### config.mk
export PLATFORM = sky130hd
export DESIGN_NAME = serdiv
export DESIGN_NICKNAME = d
export VERILOG_FILES = /design/src/rtl/serdiv.sv
export SDC_FILE = /design/constraint.sdc
export NUM_CORES = 1
export LEC_CHECK = 0
export ABC_CLOCK_PERIOD_IN_PS = 4100
export CORE_UTILIZATION = 40
export CTS_BUF_LIST = sky130_fd_sc_hd__clkbuf_16
export CTS_CLUSTER_DIAMETER = 120
export DETAILED_ROUTE_END_ITERATION = 7
export DONT_BUFFER_PORTS = 1
export PLACE_DENSITY_LB_ADDON = 0.3
export SLEW_MARGIN = 0
export SYNTH_ARGS = -nofsm -noshare
export SYNTH_HDL_FRONTEND = slang
export SYNTH_SLANG_ARGS = --single-unit
### constraint.sdc
create_clock -name clk -period 4.1 [get_ports clk]
set_input_delay 0.82 -clock clk [delete_from_list [all_inputs] [get_ports clk]]
set_output_delay 0.82 -clock clk [all_outputs]
set_load 0.02 [all_outputs]
### src/rtl/serdiv.sv
// serdiv: restoring shift/subtract divider, one quotient bit per clock.
// Optional feature: define SERDIV_SIGNED_EN for two's-complement operands
// (magnitudes are divided, quotient truncates toward zero, remainder takes
// the sign of the dividend). Without the macro the block is purely unsigned.
// Handshake: start is taken on a rising edge only in IDLE or DONE; busy is high
// for the whole calculation, and done pulses for one cycle when q/r/dbz update.
module serdiv #(
  parameter int WIDTH = 8
) (
  input  logic             clk,
  input  logic             rst_n,
  input  logic             start,
  input  logic [WIDTH-1:0] a,
  input  logic [WIDTH-1:0] b,
  output logic             busy,
  output logic             done,
  output logic [WIDTH-1:0] q,
  output logic [WIDTH-1:0] r,
  output logic             dbz,
  output logic [1:0]       dbg_state
);

  localparam int CW = $clog2(WIDTH);

  typedef enum logic [1:0] {
    S_IDLE = 2'd0,
    S_CALC = 2'd1,
    S_DONE = 2'd2
  } state_t;

  state_t           r_state;
  state_t           w_next;
  logic [CW-1:0]    r_cnt;
  logic [WIDTH-1:0] r_rem;
  logic [WIDTH-1:0] r_quo;
  logic [WIDTH-1:0] r_div;
  logic [WIDTH-1:0] r_q;
  logic [WIDTH-1:0] r_r;
  logic             r_dbz;

  logic             w_accept;
  logic             w_last;
  logic             w_bzero;
  logic [WIDTH:0]   w_trial;
  logic [WIDTH:0]   w_diff;
  logic             w_qbit;
  logic [WIDTH-1:0] w_rem_nxt;
  logic [WIDTH-1:0] w_quo_nxt;
  logic [WIDTH-1:0] w_mag_a;
  logic [WIDTH-1:0] w_mag_b;
  logic [WIDTH-1:0] w_res_q;
  logic [WIDTH-1:0] w_res_r;

  assign w_accept = start && ((r_state == S_IDLE) || (r_state == S_DONE));
  assign w_last   = (r_cnt == CW'(WIDTH - 1));
  assign w_bzero  = (b == '0);

  // One restoring step: shift the next dividend bit (MSB-first) into the
  // partial remainder, subtract the divisor, keep or restore on the sign.
  // The dividend register doubles as the quotient shift register.
  assign w_trial   = {r_rem, r_quo[WIDTH-1]};
  assign w_diff    = w_trial - {1'b0, r_div};
  assign w_qbit    = ~w_diff[WIDTH];
  assign w_rem_nxt = w_qbit ? w_diff[WIDTH-1:0] : w_trial[WIDTH-1:0];
  assign w_quo_nxt = {r_quo[WIDTH-2:0], w_qbit};

`ifdef SERDIV_SIGNED_EN
  logic r_neg_q;
  logic r_neg_r;
  // Magnitudes feed the unsigned core; signs are reapplied on the final step.
  // The most-negative value maps to itself, which the unsigned core reads
  // correctly as 2^(WIDTH-1), so most-negative / -1 returns most-negative.
  assign w_mag_a = a[WIDTH-1] ? (-a) : a;
  assign w_mag_b = b[WIDTH-1] ? (-b) : b;
  assign w_res_q = r_neg_q ? (-w_quo_nxt) : w_quo_nxt;
  assign w_res_r = r_neg_r ? (-w_rem_nxt) : w_rem_nxt;

  // Capture operand signs when a request is accepted.
  always_ff @(posedge clk or negedge rst_n) begin
    if (!rst_n) begin
      r_neg_q <= 1'b0;
      r_neg_r <= 1'b0;
    end else if (w_accept) begin
      r_neg_q <= a[WIDTH-1] ^ b[WIDTH-1];
      r_neg_r <= a[WIDTH-1];
    end
  end
`else
  assign w_mag_a = a;
  assign w_mag_b = b;
  assign w_res_q = w_quo_nxt;
  assign w_res_r = w_rem_nxt;
`endif

  // State register.
  always_ff @(posedge clk or negedge rst_n) begin
    if (!rst_n) r_state <= S_IDLE;
    else        r_state <= w_next;
  end

  // Next-state logic; a zero divisor skips CALC entirely.
  always_comb begin
    w_next = r_state;
    case (r_state)
      S_IDLE:  if (start) w_next = w_bzero ? S_DONE : S_CALC;
      S_CALC:  if (w_last) w_next = S_DONE;
      S_DONE:  if (start) w_next = w_bzero ? S_DONE : S_CALC;
               else       w_next = S_IDLE;
      default: w_next = S_IDLE;
    endcase
  end

  // Moore outputs decoded from the state.
  always_comb begin
    busy      = (r_state == S_CALC);
    done      = (r_state == S_DONE);
    dbg_state = r_state;
  end

  // Datapath: operand capture, iteration, and result registers that only
  // change on the edge entering DONE so q/r never show partial values.
  always_ff @(posedge clk or negedge rst_n) begin
    if (!rst_n) begin
      r_cnt <= '0;
      r_rem <= '0;
      r_quo <= '0;
      r_div <= '0;
      r_q   <= '0;
      r_r   <= '0;
      r_dbz <= 1'b0;
    end else if (w_accept) begin
      r_cnt <= '0;
      r_rem <= '0;
      r_quo <= w_mag_a;
      r_div <= w_mag_b;
      if (w_bzero) begin
        r_q   <= '1;
        r_r   <= a;
        r_dbz <= 1'b1;
      end
    end else if (r_state == S_CALC) begin
      r_cnt <= r_cnt + CW'(1);
      r_rem <= w_rem_nxt;
      r_quo <= w_quo_nxt;
      if (w_last) begin
        r_q   <= w_res_q;
        r_r   <= w_res_r;
        r_dbz <= 1'b0;
      end
    end
  end

  assign q   = r_q;
  assign r   = r_r;
  assign dbz = r_dbz;

endmodule

==> run_results.csv, run 1 <==
group,metric,value,unit
run_status,status,"finished, final reports clean",
global_route,grt.busiest_layer,"met2",
detailed_routing,vias,1683,
power_and_ir_drop,power_density,1090,nW/um^2
detailed_routing,routedWlPerCell,17.2,microns
setup_path,end_kind,"flop",
run,max_cap_violations,0,
clocking,cts_hold_buf,0,
timing,max_freq,363,MHz
clocking,clkSinkCount,46,
placed_design,port_buffers,0,
clocking,cts_tree,"done",
yosys,synth-seq-area-share,50.4,%
placed_design,place_area,2360,sq um
floorplan,die_area,6020,sq um
clocking,cts_max_level,2,
placed_design,dp_cells,291,
floorplan,row_count,27,
timing,tns,0,ns
detailed_routing,route.detailed.drc,0,
timing,setup_slack,1.35,ns
timing,rsz0062_at_grt,"no",
placed_design,pre_cts_slack,1.35,ns
setup_path,crit_required,4.30,ns
global_route,grt_usage,18.3,%
power_and_ir_drop,p_leak,1.13,nW
placed_design,gp_congestion,0.780,
final_layout,fin_cells,299,
final_layout,drive_above_1_share,8.37,%
setup_path,critPathArrivalTime,2.95,ns
final_layout,final_cell_mix,"dfrtp_1 (46), o21ai_0 (30), nand2_1 (29), a22oi_1 (15), a21oi_1 (14)",
power_and_ir_drop,p_total,2.76,mW
global_route,gr-usage-met1,23.4,%
final_layout,syn2layout_area_growth,10.5,%
clocking,clockRootBuffer,"clkbuf_16",
clocking,cts.reportedPaths.clkPinSlew,0.06,ns
floorplan,die_x,77.6,microns
global_route,grt_pass1_wl,8400,microns
yosys,ys_types,39,
yosys,synth_top_flop_cell,"dfrtp_1",
setup_path,crit_path_max_fanout,10,
setup_path,crit_type,"flop to flop",
placed_design,hpwl,3660,microns
clocking,max-clock-path-buffers,2,
timing,slew_headroom,51.8,%
detailed_routing,dr.pass1.iters,4,
clocking,cts_resized,0,
timing,fin_crit_sh,67.1,%
timing,skew,0.00382,ns
clocking,cts_made_buffers,5,
final_layout,nets,256,
global_route,antenna_found_initial,0,
global_route,grt_max_degree,47,
timing,final-max-slew-violation-count,0,
global_route,overflow,0,
final_layout,fin_util,45.9,%
power_and_ir_drop,ir_drop,0.388,mV
yosys,synthCells,225,
global_route,grt_pass1_vias,1644,
timing,hold_viol,0,
detailed_routing,wirelength,5150,microns
final_layout,final_common_cell,"dfrtp_1",
yosys,synth_area_per_cell,10.2,sq um
global_route,grt_use_met3,5.53,%
yosys,synthArstFlopShare,100,%
yosys,syn_nets,255,
floorplan,initial_utilization,41.5,%
timing,tightest_slew,0.720,ns
floorplan,io_pins,40,
detailed_routing,postRouteAntennaNets,0,
timing,min_period,2.75,ns
yosys,synth-edff-count,0,
yosys,netlist_area,2280,sq um
floorplan,die-height,77.6,microns
clocking,post_cts_buffers,0,
timing,setup_violations,0,
detailed_routing,via_per_inst,5.63,
final_layout,final_area,2520,sq um
yosys,synth_seq_cells,46,
final_layout,antennaDiodeCount,0,
floorplan,core,5510,sq um
timing,hold_slack,0.225,ns
min_path,hp-class,"primary input to asynchronous set/reset pin",
yosys,ys.warnings.count,0,
clocking,worstSkewPairLatency,0.29,ns
setup_path,critPathLaunchType,"flop",
global_route,use_met2,28.2,%
detailed_routing,drt_iter0_drc,101,
-- cell type report --
| type | instances | area [sq um] |
|---|---|---|
| clock buffer | 5 | 125 |
| clock inverter | 3 | 41.3 |
| fill | 526 | 2980 |
| inverter | 14 | 52.6 |
| multi-input combinational | 156 | 1040 |
| sequential | 46 | 1150 |
| tap | 72 | 90.1 |
| timing repair buffer | 3 | 22.5 |
-- logic make-up after synthesis --
kind of cell	count (synthesis)	share of synthesized area, %
muxes	9	4.00
buffers and inverters	23	4.11
adders and majority gates	11	6.35
xor gates and xnor gates	4	1.53
and+or+nand+nor	53	11.1
DFF	46	50.4
AOI/OAI and AO/OA	79	22.5
-- flip-flops by register name, summed over array words and instances, names as in the netlist --
name and count:
r_cnt 3, dbz 1, dbg_state 2, r_quo 8, q 8, r_rem 8, r_div 8, r 8
-- layer usage --
layer / up-vias / wire length (microns)
li1: 806 / -
met1: 822 / 2360
met2: 44 / 2410
met3: 11 / 262
met4: 0 / 125
met5: - / 0
-- critical path: stages (launching register included) --
cell	delay, ns
dfrtp_1	0.36
inv_1	0.09
ha_1	0.17
inv_1	0.05
fa_1	0.42
a211oi_2	0.25
nor3_2	0.08
mux2i_1	0.13
a2111oi_2	0.33
buf_4	0.26
mux2_2	0.36
o21ai_0	0.15
-- power by group --
group | leakage [nW] | switching, mW | total, mW | internal, mW
registers | 0.548 | 0.272 | 0.959 | 0.686
logic | 0.497 | 0.757 | 1.35 | 0.591
clock network | 0.0812 | 0.169 | 0.454 | 0.285
-- path summary, 6_finish.rpt --
kind	cells past startpoint	slack, ns	start	to
worst min-delay path	0	0.23	rst_n	r_div[2]$_DFFE_PN0P_
min in group clk	1	0.51	r_cnt[1]$_DFFE_PN0P_	r_cnt[1]$_DFFE_PN0P_
worst min register to register	1	0.51	r_cnt[1]$_DFFE_PN0P_	r_cnt[1]$_DFFE_PN0P_
worst max-delay path	11	1.35	r_quo[7]$_DFFE_PN0P_	r[0]$_DFFE_PN0P_
worst max register to register	11	1.35	r_quo[7]$_DFFE_PN0P_	r[0]$_DFFE_PN0P_
max in group asynchronous	0	3.78	rst_n	r_div[4]$_DFFE_PN0P_
-- cell usage after synthesis, types with 2 or more instances --
cell type   n  area share [%]
o22a_1      7             2.7
a211oi_2    2             1.1
clkbuf_1    8             1.3
a22o_1      2            0.77
a22oi_1    15             4.9
nand2b_1    2            0.55
nand2_1    29             4.8
dfrtp_1    46              50
nor2_1      9             1.5
a21o_1      2            0.66
xnor2_1     3             1.2
or4_1       2            0.66
ha_1       10             5.5
mux2i_1     8             3.5
inv_1      12             2.0
o21ai_0    30             6.6
a21oi_1    14             3.1
nor2b_1     3            0.82
Note: power is estimated with default switching activity, not from simulation.
==> run 2, diff against run 1 <==
--- a/config.mk
+++ b/config.mk
@@ -5,7 +5,7 @@
 export SDC_FILE = /design/constraint.sdc
 export NUM_CORES = 1
 export LEC_CHECK = 0
-export ABC_CLOCK_PERIOD_IN_PS = 4100
+export ABC_CLOCK_PERIOD_IN_PS = 2800
 export CORE_UTILIZATION = 40
 export CTS_BUF_LIST = sky130_fd_sc_hd__clkbuf_16
 export CTS_CLUSTER_DIAMETER = 120
==> constraint.sdc (replaced) <==
create_clock -name clk -period 2.8 [get_ports clk]
set_input_delay 0.56 -clock clk [delete_from_list [all_inputs] [get_ports clk]]
set_output_delay 0.56 -clock clk [all_outputs]
set_load 0.02 [all_outputs]
==> run 2 against run 1 <==
  * Flip-flop and latch count did not move
  * Maximum frequency rose by 6.9%
  * Combinational power rose by 55%
  * Non-clock buffer count rose by 4
  * Die area did not move
  * Cell count rose by 1.3%
  * First-iteration DRC count rose by 35%
  * Worst setup slack got worse by 1.1 ns
  * Critical path type unchanged
  * Critical endpoint is now r_rem[0]$_DFFE_PN0P_
==> run_results.csv, run 2 (synthesis results as in run 1) <==
group,metric,value,unit
run_status,status,"finished, final reports clean",
power_and_ir_drop,switching_share,44.5,%
setup_path,worstPathCellList,"inv_1 -> ha_1 -> inv_1 -> fa_2 -> a211oi_2 -> nor3_2 -> mux2i_1 -> a2111oi_4 -> buf_4 -> mux2_2 -> a21oi_1",
timing,max_freq,388,MHz
detailed_routing,postRouteAntennaNets,0,
power_and_ir_drop,seq_power_share,34.3,%
floorplan,die_x,77.6,microns
clocking,clockRootBuffer,"clkbuf_16",
setup_path,rrSetupSlack,0.22,ns
clocking,cts.reportedPaths.clkPinSlew,0.06,ns
run,max_cap_violations,0,
floorplan,io_pins,40,
setup_path,reg2reg_from,"r_quo[7]$_DFFE_PN0P_",
timing,hold_slack,0.109,ns
final_layout,seqCellArea,1150,sq um
setup_path,end_kind,"flop",
clocking,cts_made_buffers,5,
floorplan,row_count,27,
setup_path,crit_family,"compound AO/OA/AOI/OAI gates",
timing,setup_violations,0,
final_layout,final_common_cell,"dfrtp_1",
floorplan,die-height,77.6,microns
placed_design,gp_congestion,0.810,
final_layout,antennaDiodeCount,0,
timing,tns,0,ns
power_and_ir_drop,switching_power,1.81,mW
final_layout,final_cell_mix,"dfrtp_1 (46), o21ai_0 (29), nand2_1 (29), a22oi_1 (15), a21oi_1 (14)",
setup_path,startpoint,"r_quo[7]$_DFFE_PN0P_",
detailed_routing,routedWlPerCell,17.1,microns
setup_path,crit_required,3.02,ns
final_layout,multiInputGateArea,1060,sq um
setup_path,rr_endpoint,"r_rem[0]$_DFFE_PN0P_",
detailed_routing,via_per_inst,5.56,
setup_path,cpPeakStageDelay,0.37,ns
clocking,cts_max_level,2,
detailed_routing,route.detailed.drc,0,
global_route,overflow,0,
power_and_ir_drop,p_leak,1.14,nW
power_and_ir_drop,power_density,1590,nW/um^2
global_route,grt_pass1_vias,1695,
clocking,worstSkewPairLatency,0.29,ns
floorplan,initial_utilization,41.5,%
floorplan,core,5510,sq um
final_layout,syn2layout_area_growth,12.4,%
setup_path,ff2ff_path_depth,11,
setup_path,critPathArrivalTime,2.79,ns
power_and_ir_drop,combPwrFrac,51.2,%
timing,min_period,2.58,ns
global_route,grt_max_degree,47,
global_route,grt_pass1_wl,8630,microns
global_route,grt_usage,18.8,%
timing,rsz0062_at_grt,"no",
power_and_ir_drop,ir_drop,0.560,mV
detailed_routing,wirelength,5190,microns
timing,skew,0.00640,ns
setup_path,crit_type,"flop to flop",
setup_path,cpMaxStageDelayCell,"fa_2",
global_route,antenna_found_initial,0,
timing,fin_crit_sh,92.0,%
timing,final-max-slew-violation-count,0,
power_and_ir_drop,clock_power_share,14.5,%
final_layout,drive_above_1_share,10.8,%
timing,slew_headroom,45.7,%
clocking,clkSinkCount,46,
final_layout,nets,260,
placed_design,port_buffers,0,
power_and_ir_drop,internal-power,2.26,mW
setup_path,critPathLaunchType,"flop",
setup_path,crit_top_cell,"inv_1",
placed_design,hpwl,3590,microns
setup_path,crit_path_max_fanout,5,
min_path,hp-class,"primary input to asynchronous set/reset pin",
clocking,max-clock-path-buffers,2,
timing,tightest_slew,0.811,ns
clocking,cts_tree,"done",
detailed_routing,drt_iter0_drc,136,
detailed_routing,vias,1685,
final_layout,fillers,504,
setup_path,path_buf_inv,3,
floorplan,die_area,6020,sq um
detailed_routing,dr.pass1.iters,5,
timing,hold_viol,0,
==> run 2: routing by layer <==
layer | up-vias | GRT usage, % | share of wire (%)
li1 | 814 | - | -
met1 | 806 | 25.6 | 47
met2 | 54 | 27.5 | 45
met3 | 11 | 5.18 | 6.1
met4 | 0 | 8.87 | 2.4
met5 | - | 0 | 0
==> run 2: worst max path at each step <==
stage	endpoint	cells past startpoint
after floorplan	r[0]$_DFFE_PN0P_	11
after global placement	r[0]$_DFFE_PN0P_	11
after detailed placement	r[0]$_DFFE_PN0P_	11
after CTS	r[0]$_DFFE_PN0P_	11
after global routing	r[6]$_DFFE_PN0P_	11
final	r_rem[0]$_DFFE_PN0P_	11
==> run 2: timing repair <==
| action | 4_1_cts | 5_1_grt |
|---|---|---|
| hold buffers | 1 | 0 |
| endpoints found under the hold margin | 46 | 0 |
| resized for setup | 0 | 4 |
| endpoints found under the setup margin | 0 | 16 |
| setup buffers | 0 | 1 |
==> run 2: area by class of cell <==
cell class	count	area share, %
Clock buffer	5	4.87
Inverter	14	2.05
Sequential cell	46	44.8
Tap cell	72	3.51
Timing Repair Buffer	7	2.73
Multi-Input combinational cell	156	41.2
Clock inverter	3	0.828
==> run 2: through the flow <==
step           cell area, sq um  setup WS [ns]  power (mW)  instances  utilization [%]
2_1_floorplan              2280          0.230        2.96        225                -
3_3_place_gp               2370          0.107        3.35        292             43.0
3_5_place_dp               2370         0.0623        3.38        292             43.0
4_1_cts                    2540         0.0340        4.01        301             46.1
5_1_grt                    2570        0.00627        4.44        303             46.6
6_report                   2570          0.224        4.08        303             46.6
==> run 2: power groups by stage <==
stage                     sequential [mW]  clock, mW  combinational, mW
final                                1.40      0.592               2.09
after global routing                 1.44      0.637               2.36
after CTS                            1.40      0.606               2.00
after detailed placement             1.41          0               1.97
after global placement               1.41          0               1.94
after floorplan                      1.33          0               1.63
==> run 3, diff against run 2 <==
--- a/config.mk
+++ b/config.mk
@@ -6,6 +6,7 @@
 export NUM_CORES = 1
 export LEC_CHECK = 0
 export ABC_CLOCK_PERIOD_IN_PS = 2800
+export CORE_MARGIN = 2
 export CORE_UTILIZATION = 40
 export CTS_BUF_LIST = sky130_fd_sc_hd__clkbuf_16
 export CTS_CLUSTER_DIAMETER = 120
==> run 3 against run 2 <==
  * Clock skew shrank 0.0032 ns
  * Sequential share of layout area is essentially flat
  * Register-to-register slack lost 0.07 ns
  * Non-clock buffer count is the same
  * Largest power group unchanged
  * Clock power shrank 3.5%
  * Count of clock-buffer cells in the layout is the same
  * Worst setup slack lost 0.073 ns
  * Core utilization is essentially flat
  * Combinational power is essentially flat
  * Die area grew 5.2%
  * Cell area is essentially flat
==> run_results.csv, run 3 (synthesis results as in run 1) <==
group,metric,value,unit
timing,tightest_slew,0.800,ns
floorplan,core,5510,sq um
floorplan,row_count,27,
setup_path,reg2reg_from,"r_quo[7]$_DFFE_PN0P_",
setup_path,critPathLaunchType,"flop",
placed_design,dp_cells,293,
setup_path,crit_path_max_fanout,5,
placed_design,hpwl,3660,microns
power_and_ir_drop,internal-power,2.27,mW
final_layout,multiInputGateArea,1060,sq um
timing,max_freq,378,MHz
final_layout,final_area,2570,sq um
min_path,hp-class,"primary input to asynchronous set/reset pin",
detailed_routing,wirelength,5340,microns
timing,skew,0.00324,ns
timing,hold_viol,0,
power_and_ir_drop,combPwrFrac,51.7,%
detailed_routing,dr.pass1.iters,4,
detailed_routing,route.detailed.drc,0,
floorplan,die_area,6330,sq um
clocking,cts_made_buffers,5,
power_and_ir_drop,p_leak,1.15,nW
setup_path,crit_type,"flop to flop",
clocking,cts_max_level,2,
timing,final-max-slew-violation-count,0,
final_layout,final_common_cell,"dfrtp_1",
detailed_routing,routedWlPerCell,17.6,microns
power_and_ir_drop,seq_power_share,34.3,%
clocking,cts_tree,"done",
final_layout,syn2layout_area_growth,12.5,%
placed_design,port_buffers,0,
timing,setup_slack,0.151,ns
global_route,overflow,0,
placed_design,pre_cts_slack,0.0256,ns
placed_design,gp_congestion,0.843,
power_and_ir_drop,switching_power,1.82,mW
setup_path,end_kind,"flop",
clocking,clockRootBuffer,"clkbuf_16",
clocking,clkSinkCount,46,
clocking,cts.reportedPaths.clkPinSlew,0.06,ns
timing,hold_slack,0.112,ns
detailed_routing,postRouteAntennaNets,0,
global_route,grt_pass1_wl,8330,microns
global_route,antenna_found_initial,0,
power_and_ir_drop,power_density,1590,nW/um^2
run_status,status,"finished, final reports clean",
power_and_ir_drop,switching_share,44.4,%
setup_path,critPathArrivalTime,2.85,ns
final_layout,fin_cells,303,
power_and_ir_drop,p_total,4.09,mW
floorplan,initial_utilization,41.5,%
floorplan,die_x,79.6,microns
setup_path,rr_endpoint,"r[0]$_DFFE_PN0P_",
setup_path,ff2ff_path_depth,11,
detailed_routing,vias,1669,
final_layout,fillers,505,
clocking,post_cts_buffers,0,
clocking,max-clock-path-buffers,2,
timing,setup_violations,0,
global_route,grt_pass1_vias,1633,
final_layout,fin_util,46.7,%
run,max_cap_violations,0,
timing,fin_crit_sh,94.6,%
power_and_ir_drop,ir_drop,0.518,mV
placed_design,place_area,2370,sq um
final_layout,nets,260,
setup_path,rrSetupSlack,0.15,ns
global_route,grt_usage,17.3,%
power_and_ir_drop,clock_power_share,14.0,%
final_layout,final_cell_mix,"dfrtp_1 (46), o21ai_0 (30), nand2_1 (29), a22oi_1 (15), a21oi_1 (14)",
final_layout,seqCellArea,1150,sq um
timing,slew_headroom,46.5,%
final_layout,drive_above_1_share,10.4,%
final_layout,antennaDiodeCount,0,
floorplan,die-height,79.6,microns
timing,tns,0,ns
clocking,worstSkewPairLatency,0.28,ns
global_route,grt_max_degree,47,
floorplan,io_pins,40,
detailed_routing,via_per_inst,5.51,
timing,min_period,2.65,ns
detailed_routing,drt_iter0_drc,105,
setup_path,crit_required,3.00,ns
## run 3: layer usage
layer,vias up,wire length (microns),GRT usage (%)
met5,-,0,0
li1,815,-,-
met2,41,2410,26.6
met4,0,77,6.38
met1,805,2500,23.2
met3,8,349,5.09
## run 3: worst max-delay path by stage
stage,cells past startpoint,startpoint,slack [ns],endpoint
final,11,r_quo[7]$_DFFE_PN0P_,0.15,r[0]$_DFFE_PN0P_
after global routing,11,r_quo[7]$_DFFE_PN0P_,-0.01,r_rem[0]$_DFFE_PN0P_
after CTS,11,r_quo[7]$_DFFE_PN0P_,0.00002,r[0]$_DFFE_PN0P_
after detailed placement,11,r_quo[7]$_DFFE_PN0P_,0.03,r[0]$_DFFE_PN0P_
after global placement,11,r_quo[7]$_DFFE_PN0P_,0.11,r[0]$_DFFE_PN0P_
after floorplan,11,r_quo[7]$_DFFE_PN0P_,0.23,r[0]$_DFFE_PN0P_
## run 3: worst max-delay path, stage by stage, from the launching register on
cell,delay [ns]
dfrtp_1,0.36
inv_1,0.09
ha_1,0.18
inv_1,0.06
fa_2,0.37
a211oi_2,0.28
nor3_2,0.08
mux2i_1,0.15
a2111oi_4,0.29
buf_6,0.19
mux2_2,0.34
o21ai_0,0.16
## run 3: cell type report
| type | instances | share of cell area, % |
|---|---|---|
| Inverter | 14 | 2.04 |
| Timing Repair Buffer | 7 | 2.97 |
| Sequential cell | 46 | 44.8 |
| Clock buffer | 5 | 4.87 |
| Tap cell | 72 | 3.51 |
| Clock inverter | 3 | 0.682 |
| Multi-Input combinational cell | 156 | 41.1 |
## run 3: power groups by stage
stage | clock [mW] | combinational, mW | sequential (mW)
floorplan | 0 | 1.63 | 1.33
global placement | 0 | 1.94 | 1.41
detailed placement | 0 | 1.98 | 1.41
CTS | 0.585 | 2.01 | 1.40
global route | 0.613 | 2.36 | 1.44
finish | 0.571 | 2.11 | 1.40
## run 3: what timing repair did
item,in CTS,in global routing
endpoints found under the hold margin,46,0
gates resized for setup,0,6
setup endpoints to repair,0,16
hold buffers,1,0
==> edit 1, RTL diff (flow settings as in run 3) <==
Register the output `dbg_state`, without a reset; this adds one clock of latency there. The other outputs are not delayed to match.
--- a/src/rtl/serdiv.sv
+++ b/src/rtl/serdiv.sv
@@ -29,2 +29,4 @@
   } state_t;
+
+  logic [1:0] dbg_state_d;
 
@@ -116,3 +118,3 @@
     done      = (r_state == S_DONE);
-    dbg_state = r_state;
+    dbg_state_d = r_state;
   end
@@ -156,2 +158,6 @@
 
+  always_ff @(posedge clk) begin
+    dbg_state <= dbg_state_d;
+  end
+
 endmodule
Check against the original RTL: not equivalent (a bounded check fails within 4 cycles, from zero or initial values and one cycle with rst_n low).
==> edit 1 against run 3 <==
- routed wire length grew 12%
- final area grew 10%
- area after synthesis grew 11%
- count of clock-buffer cells in the layout is the same
- power grew 9.1%
- global-route usage grew 0.62 points
- sequential cell count grew 2
- setup slack gained 0.10 ns
==> edit 1: results (changes against run 3) <==
* Sequential fraction of the synthesis area at 47.0% (-3.4 points)
* Count of cell types in the netlist at 49 (+26%)
* Total Power at 4.46 mW (+9.1%)
* Total global-route track usage at 18.0% (+0.62 points)
* Register area at 0.00119 sq mm (+3.5%)
* Clk pwr at 788 uW (+38%)
* R2R setup slack at 0.25 ns (+0.10 ns)
* Final net count at 303 (+17%)
* Relative slew margins at 61.2% (+15 points)
* Slowest stage delay, CP at 0.41 ns (+0.04 ns)
* Met2 usage at 27.7% (+1.2 points)
* WP data arrival at 2.77 ns (-0.08 ns)
* Ys async rst share at 95.8% (-4.2 points)
* Final non-filler cell total at 349 (+15%)
* M1 GR Usage at 25.6% (+2.3 points)
* Placed cells at 340 (+16%)
* Via-per-instance ratio at 5.71 (+3.7%)
* Worst R2R Path Depth at 9 (-2)
* Num sequential at 48 (+4.3%)
* Core Area at 0.00603 sq mm (+9.4%)
* GRT met3 Usage at 4.25% (-0.84 points)
* Fin area at 0.00283 sq mm (+10%)
* Placer Congestion at 0.824 (-2.2%)
* Largest cells by area after synthesis: dfrtp_1 45%, nand2_1 7.1%, o21ai_0 6.9%
* CP max FO at 7 (+2)
* FILL cells at 574 (+14%)
* Number of global-route vias before repair at 1982 (+21%)
* Global-route wire length before repair at 10.1 mm (+21%)
* Total length of routed met2 wires at 2.83 mm (+18%)
* Layout cells sized above 1 at 9.85% (-0.54 points)
* Dpl hpwl at 4.19 mm (+14%)
* Clock Skew at 0.00660 ns (+0.00336 ns)
* ClkCell Share at 6.86% (+1.3 points)
* Iter 0 DRT Violations at 115 (+9.5%)
* Multi-input gate share of total cell area at 43.3% (+2.2 points)
* Final Routed Wirelength at 5.98 mm (+12%)
* Comb_multi_in at 197 (+26%)
* Worst hold slack at 0.113 ns (+0.00101 ns)
* Synth Area per Inst at 9.25 sq um (-8.9%)
* Outcome: finished clean
* Net Sw Frac at 43.8% (-0.63 points)
* Non-clock buffer share at 2.57% (-0.40 points)
* Worst vdd ir at 0.591 mV (+14%)
* FF-to-FF End: r_rem[5]
* Fin crit share at 91.0% (-3.6 points)
* Leak at 1.26 nW (+9.8%)
* Met3 wire length at 409 microns (+17%)
* Met1 wire length at 2.68 mm (+7.0%)
-- edit 1: cell types whose count changed after synthesis, sizes merged, moves of 3 or more --
cell           run 3  this run
mux2i              8         5
nor2               9        12
o21ai             31        36
o22ai              1         6
o211a              0         3
a22oi             15         6
nand2             29        48
nand3              1         8
clkbuf             8        13
o22a               7         0
o211ai             0         4
-- edit 1: repair_timing --
| item | 4_1_cts | 5_1_grt |
|---|---|---|
| hold endpoints to repair | 46 | 0 |
| resized for setup | 0 | 0 |
| hold buffers | 1 | 0 |
-- edit 1: cells by family after synthesis --
logic type | Yosys count | synth area share, %
buffers and inverters | 29 | 4.74
XOR/XNOR | 4 | 1.38
adder cells (fa/ha/maj) | 11 | 5.73
flip-flops | 48 | 47.0
AO/OA/AOI/OAI | 88 | 22.4
multiplexers | 7 | 3.16
AND/OR/NAND/NOR | 87 | 15.6
==> edit 2, RTL diff (settings of run 3) <==
Made on the original files. `WIDTH`: 8 -> 16.
--- a/src/rtl/serdiv.sv
+++ b/src/rtl/serdiv.sv
@@ -7,3 +7,3 @@
 module serdiv #(
-  parameter int WIDTH = 8
+  parameter int WIDTH = 16
 ) (
Interface: changed (resized a, b, q and r); port bits go from 40 to 72. The function was not compared with the original's and may differ.
==> edit 2 against run 3 <==
- routed wire length up 120%
- setup slack worse by 0.056 ns
- area after synthesis up 100%
- critical path type unchanged
- global-route usage up 1.8 points
- final area up 110%
- largest cell class is now multi-input gates
- sequential cell count up 41
- sequential share of layout area down 4.1 points
Power is left out: the tool's default activity adds up to more than one toggle a clock period on the data nets, which glitch-free logic cannot reach.
==> edit 2: results (changes against run 3) <==
* DP Area at 0.00492 sq mm (+110%)
* Syn Inst Count at 506 (+120%)
* Final net count at 571 (+120%)
* Met3 wire length at 729 microns (+110%)
* FILL cells at 1061 (+110%)
* Placer Congestion at 0.787 (-6.6%)
* Sequential cell area share at 40.7% (-4.1 points)
* #FFs+latches synth at 87 (+89%)
* Core Area at 0.0114 sq mm (+110%)
* WP data arrival at 2.96 ns (+0.11 ns)
* Multiplexer share of the synthesized area at 3.07% (-0.93 points)
* Compound-gate portion of the synthesized area at 22.5% (about the same)
* Post-route minimum period at 2.70 ns (+0.0557 ns)
* Count of cell types in the netlist at 59 (+51%)
* Number of global-route vias before repair at 3680 (+130%)
* Post-synthesis xor/xnor area fraction at 2.83% (+1.3 points)
* Vias at 3754 (+120%)
* Register area at 0.00218 sq mm (+89%)
* Dpl hpwl at 8.47 mm (+130%)
* Outcome: finished clean
* Clock Skew at 0.00818 ns (+0.00495 ns)
* Syn_nets at 559 (+120%)
* R2R setup slack at 0.1 ns (-0.06 ns)
* Logic inverters at 20 (+6)
* Iter 0 DRT Violations at 281 (+170%)
* Dpl ws at 0.0152 ns (-0.0103 ns)
* Met1 wire length at 5.51 mm (+120%)
* Total length of routed met2 wires at 5.28 mm (+120%)
* Final Routed Wirelength at 11.7 mm (+120%)
* Via-per-instance ratio at 5.65 (+2.5%)
* Total global-route track usage at 19.1% (+1.8 points)
* Synth Area in Adders at 5.01% (-1.3 points)
* Commonest cells post-synth: 92 x nand2_1, 87 x dfrtp_1, 66 x o21ai_0
* Global-route wire length before repair at 19.3 mm (+130%)
* Largest cells by area after synthesis: dfrtp_1 47%, nand2_1 7.4%, o21ai_0 7.1%
* Multi-input gate area at 0.00234 sq mm (+120%)
## edit 2: critical path, cell delays in order, from the launching register on
cell	delay, ns
dfrtp_1	0.37
inv_2	0.06
ha_2	0.17
inv_1	0.06
fa_2	0.35
a211oi_2	0.18
buf_4	0.14
o21ai_4	0.05
a21boi_2	0.22
o21ai_4	0.14
xnor2_4	0.17
or4_4	0.54
o21ai_1	0.17
## edit 2: timing repair
action                     CTS  global route
hold buffers                 1             0
hold endpoints to repair    87             0
pin swaps                    1             3
setup buffers                0             3
setup endpoints to repair    1            31
gates resized for setup      0            18
## edit 2: worst min path at each step
stage	start	to	slack [ns]	cells after the start
global placement	rst_n	q[12]	0.27	0
global route	rst_n	r_quo[11]	0.15	1
floorplan	rst_n	dbg_state[0]	0.26	0
detailed placement	rst_n	q[12]	0.27	0
CTS	rst_n	q[12]	0.14	1
finish	rst_n	q[12]	0.11	1
